$ cat config.mk
export PLATFORM = sky130hd
export DESIGN_NAME = dp_share_arbiter
export DESIGN_NICKNAME = d
export VERILOG_FILES = /design/src/rtl/dp_share_arbiter.sv
export SDC_FILE = /design/constraint.sdc
export NUM_CORES = 1
export LEC_CHECK = 0
export BUFFER_PORTS_ARGS = -buffer_cell sky130_fd_sc_hd__buf_2
export CAP_MARGIN = 20
export CELL_PAD_IN_SITES_DETAIL_PLACEMENT = 1
export CELL_PAD_IN_SITES_GLOBAL_PLACEMENT = 1
export CORE_ASPECT_RATIO = 1.2
export CORE_MARGIN = 10
export CORE_UTILIZATION = 34
export DETAILED_ROUTE_END_ITERATION = 6
export PLACE_DENSITY = 0.9
export SLEW_MARGIN = 20
export SYNTH_ARGS = -nofsm -noshare
export SYNTH_HDL_FRONTEND = slang
export SYNTH_SLANG_ARGS = --single-unit
$ cat constraint.sdc
create_clock -name clk -period 2.1 [get_ports clk]
set_input_delay 0.105 -clock clk [delete_from_list [all_inputs] [get_ports clk]]
set_output_delay 0.105 -clock clk [all_outputs]
set_load 0.01 [all_outputs]
$ cat src/rtl/dp_share_arbiter.sv
// dp_share_arbiter
// Round-robin front end for a shared threshold/capture datapath. One request
// is accepted at a time. The arbiter drives the datapath operand and waits a
// fixed LAT cycles. It then presents the captured result, tagged with the
// requester index, on a valid/ready response channel.
module dp_share_arbiter #(
   parameter int NUM_REQ = 4,
   parameter int WIDTH   = 8,
   parameter int LAT     = 1,
   parameter int IDW     = $clog2(NUM_REQ)
) (
   input  logic                     clk,
   input  logic                     reset,
   input  logic [NUM_REQ-1:0]       req_valid,
   input  logic [NUM_REQ*WIDTH-1:0] req_data,
   output logic [NUM_REQ-1:0]       req_ready,
   output logic [WIDTH-1:0]         dp_data_in,
   input  logic [WIDTH-1:0]         dp_data_out,
   output logic                     rsp_valid,
   output logic [WIDTH-1:0]         rsp_data,
   output logic [IDW-1:0]           rsp_id,
   input  logic                     rsp_ready,
   output logic                     busy,
   output logic [15:0]              done_cnt
);

   // Latency counter is sized for the largest supported LAT (7).
   localparam int CW = 3;

   typedef enum logic [1:0] {
      IDLE  = 2'd0,
      ISSUE = 2'd1,
      WAIT  = 2'd2,
      RESP  = 2'd3
   } state_t;

   state_t            state;
   state_t            state_nxt;
   logic [IDW-1:0]    ptr;
   logic [CW-1:0]     wait_cnt;
   logic [IDW-1:0]    grant_idx;
   logic              grant_found;
   logic              accept;
   logic              rsp_done;
   logic              wait_last;
   logic [IDW-1:0]    ptr_nxt;
   logic [WIDTH-1:0]  req_word [NUM_REQ];

   // Index of the k-th requester visited when scanning upward from base with wrap.
   function automatic logic [IDW-1:0] rr_index(input logic [IDW-1:0] base, input int k);
      int sum;
      sum = int'(base) + k;
      if (sum >= NUM_REQ) sum = sum - NUM_REQ;
      return IDW'(sum);
   endfunction

   // Split the flat request bus into one word per requester.
   always_comb begin
      for (int i = 0; i < NUM_REQ; i++) begin
         req_word[i] = req_data[i*WIDTH +: WIDTH];
      end
   end

   // Round-robin search: first valid requester at or after ptr wins.
   always_comb begin
      grant_found = 1'b0;
      grant_idx   = '0;
      for (int k = 0; k < NUM_REQ; k++) begin
         if (!grant_found && req_valid[rr_index(ptr, k)]) begin
            grant_found = 1'b1;
            grant_idx   = rr_index(ptr, k);
         end
      end
   end

   // Grant is offered only in IDLE and never while reset is asserted.
   always_comb begin
      req_ready = '0;
      if (reset && (state == IDLE) && grant_found) begin
         req_ready[grant_idx] = 1'b1;
      end
   end

   assign accept    = reset && (state == IDLE) && grant_found;
   assign rsp_valid = (state == RESP);
   assign rsp_done  = rsp_valid && rsp_ready;
   assign wait_last = (wait_cnt == CW'(1));
   assign busy      = (state != IDLE);
   assign ptr_nxt   = (rsp_id == IDW'(NUM_REQ - 1)) ? '0 : rsp_id + 1'b1;

   // Next-state selection for the request/issue/wait/respond sequence.
   always_comb begin
      state_nxt = state;
      case (state)
         IDLE:    if (accept)    state_nxt = ISSUE;
         ISSUE:                  state_nxt = WAIT;
         WAIT:    if (wait_last) state_nxt = RESP;
         RESP:    if (rsp_done)  state_nxt = IDLE;
         default:                state_nxt = IDLE;
      endcase
   end

   // State register.
   always_ff @(posedge clk) begin
      if (!reset) begin
         state <= IDLE;
      end else begin
         state <= state_nxt;
      end
   end

   // Operand launch, latency count, result capture, pointer and completion count.
   always_ff @(posedge clk) begin
      if (!reset) begin
         ptr        <= '0;
         wait_cnt   <= '0;
         dp_data_in <= '0;
         rsp_data   <= '0;
         rsp_id     <= '0;
         done_cnt   <= '0;
      end else begin
         case (state)
            IDLE: begin
               if (accept) begin
                  rsp_id     <= grant_idx;
                  dp_data_in <= req_word[grant_idx];
               end
            end
            ISSUE: begin
               wait_cnt <= CW'(LAT);
            end
            WAIT: begin
               wait_cnt <= wait_cnt - CW'(1);
               if (wait_last) begin
                  rsp_data <= dp_data_out;
               end
            end
            RESP: begin
               if (rsp_done) begin
                  done_cnt <= done_cnt + 16'd1;
                  ptr      <= ptr_nxt;
               end
            end
            default: begin
               wait_cnt <= '0;
            end
         endcase
      end
   end

endmodule

==> impl_metrics.ini <==
[global_route]
grt_pass1_vias = 2100
antenna_found_initial = 0
grt_max_degree = 32
track_usage = 0.128
gr-total-overflow = 0
grt_pass1_wl_um = 10200

[critical_path]
cp_max_fo = 11
cp_cell_sequence = inv_1 -> ha_1 -> nand3_2 -> a211o_2 -> nor2_1 -> buf_2
critPathSlowestCell = a211o_2
r2r-start = state[1]
worstSetupPathType = flip-flop to output pin
slowest_delay_ns = 0.44
cp.arrival_ns = 1.81
reg2reg_depth = 6
endpoint = req_ready[1]
r2r_end = done_cnt[15]
start_kind = flip-flop
cp-end-kind = output pin
startpoint = state[0]
cp.required_ns = 2.00
r2r_setup_slack_ns = 0.36

[finish]
layout_common_cells = 86 x buf_2, 41 x dfxtp_1, 36 x nor2_1
nNetsFinal = 367
layout_commonest_cell = buf_2
drive_gt1_frac = 0.333
fin_area_mm2 = 0.00263
num_antenna_cells = 0
final_cells = 392
syn2layout_area_growth_pct = 28.4
fillers = 724

[yosys]
synth-compound-area-share = 0.109
synth_top_flop_cell = dfxtp_1
syn_area_mm2 = 0.00205
synth.distinct_cells = 39
synth-edff-count = 0
synth_fp_nets = 280
postSynthAreaPerCell_um2 = 9.11
synthSimpleGateAreaFrac = 0.217
yosysWarningCount = 0
synth_top_family_by_area = simple AND/OR/NAND/NOR gates
synth-seq-cells = 41
yosys.area.top_type = dfxtp_1
syn_inst = 225
synthArstFlopShare = 0
synthXorXnorAreaFrac = 0.0555
yosysSeqAreaShare = 0.400
synth.top_cell.area_share = 0.400
synth_area_leaders = dfxtp_1 40%, mux2i_1 12%, nor2_1 6.6%, ha_1 4.9%, nand2_1 4.0%
synth_mux_area_frac = 0.122
synthAdderAreaFrac = 0.0488

[place]
dp.cells = 385
place.gp.congestion = 0.785
placed_area_mm2 = 0.00254
place_hpwl_um = 4980
dp_slack_ns = 0.362
port_buffers = 86

[sta]
worst_pin_slew_ns = 0.570
setup_ws_ns = 0.181
rsz0062_at_grt = no
fin_crit_sh = 0.914
clock-skew-final_ns = 0.00937
relSlewSlack = 0.620
fmax_mhz = 521
layout_min_cycle_time_ns = 1.92
tns_ns = 0
finalSetupViolCount = 0
fin_worst_hold_slack_ns = 0.0495
drv_slew = 0
finalHoldViolCount = 0

[floorplanning]
ios = 87
initial_core_util = 0.357
dieHeight_um = 105
dieArea_mm2 = 0.00955
die_w_um = 90.9
coreArea_mm2 = 0.00574
rows = 30

[clocking]
h-tree-depth = 2
cts_tree = done
cts.path.max_buffers = 2
clock-root-buffer = clkbuf_8
cts_buffers = 5
cts_sinks = 41
clkLatencyLatePin_ns = 0.29
clkTransAtPathRegs_ns = 0.07

[worst_hold_path]
hp-class = primary input to flip-flop

[power_and_ir_drop]
p_per_area_mw_per_mm2 = 849
peakVddDrop_mv = 0.397
leakage_nw = 1.28

[route]
wl_per_cell_um = 15.8
route.detailed.drc = 0
drt_wl_total_um = 6210
drt_iter0_drc = 44
vias_per_cell = 4.97
firstDrtPassIters = 6
vias = 1947
drtAntennaViolNets = 0

[run]
drv_cap = 0

[status]
outcome = complete, no violations
==> cells in the mapped netlist, types with 2 or more instances <==
master    number
or3_1          2
clkbuf_1       3
and3_1         2
nand2_1       22
nand3_1        3
buf_4          2
inv_1         10
dfxtp_1       41
nor4_2         2
buf_6          2
nor3_1         3
buf_2          2
nand4_4        2
and2_1         2
xor2_1         7
a31oi_1        2
xnor2_1        6
mux2i_1       25
nor2_1        36
o221ai_1       8
nor2b_1        3
ha_1           8
o21ai_0        4
nand4_1        3
nand2b_1       3
a21oi_1        9
==> worst max-delay path, delay by kind of cell (launching register included) <==
family	cells	cell delay (ns)
fa+ha+maj	1	0.25
compound gates	1	0.44
simple gates	2	0.26
flops	1	0.33
buf+inv	2	0.24
==> state kept, by name, indices dropped and copies added, names as in the netlist <==
register    cells
wait_cnt        3
rsp_id          2
done_cnt       16
dp_data_in      8
ptr             2
state           2
rsp_data        8
==> kinds of logic after synthesis <==
kind of cell               Yosys count
DFF                                 41
buffers and inverters               19
and+or+nand+nor                     87
AOI/OAI and AO/OA                   32
muxes                               25
adders and majority gates            8
xor gates and xnor gates            13
==> power breakdown <==
part | switching [W] | internal, W
Clock | 0.000261 | 0.000261
Sequential | 0.0000698 | 0.000889
Combinational | 0.000441 | 0.000312
Total | 0.000773 | 0.00146
==> metrics by stage <==
step | power (W) | util
after floorplan | 0.00144 | -
after global placement | 0.00169 | 0.443
after detailed placement | 0.00174 | 0.443
after CTS | 0.00228 | 0.458
after global routing | 0.00239 | 0.458
final | 0.00223 | 0.458
==> layer usage <==
layer,GRT usage,up-vias,part of all wire
met5,0,-,0
met4,0.0269,0,0.0055
met3,0.0422,5,0.062
met2,0.232,58,0.51
met1,0.140,936,0.42
li1,-,948,-
==> how the worst min path moves through the flow <==
stage	start	endpoint	slack [ns]	depth (start not counted)
floorplan	reset	wait_cnt[1]	0.23	1
global placement	dp_data_out[1]	rsp_data[1]	0.34	3
detailed placement	dp_data_out[1]	rsp_data[1]	0.35	3
CTS	dp_data_out[1]	rsp_data[1]	0.04	3
global route	dp_data_out[1]	rsp_data[1]	0.07	3
finish	dp_data_out[1]	rsp_data[1]	0.05	3
==> layout make-up <==
class / instances / area, um^2 / share of cell area
clock buffers: 7 / 86.3 / 0.0328
inverters: 10 / 37.5 / 0.0143
multi-input cells: 165 / 1130 / 0.431
flip-flops and latches: 41 / 821 / 0.312
well taps: 80 / 100 / 0.0380
repair buffers: 89 / 453 / 0.172
==> repair_timing <==
item	in CTS	in global routing
setup buffers	0	0
endpoints found under the setup margin	0	2
gates resized for setup	0	1
hold buffers	0	0
Power figures use the tool's default switching activity.
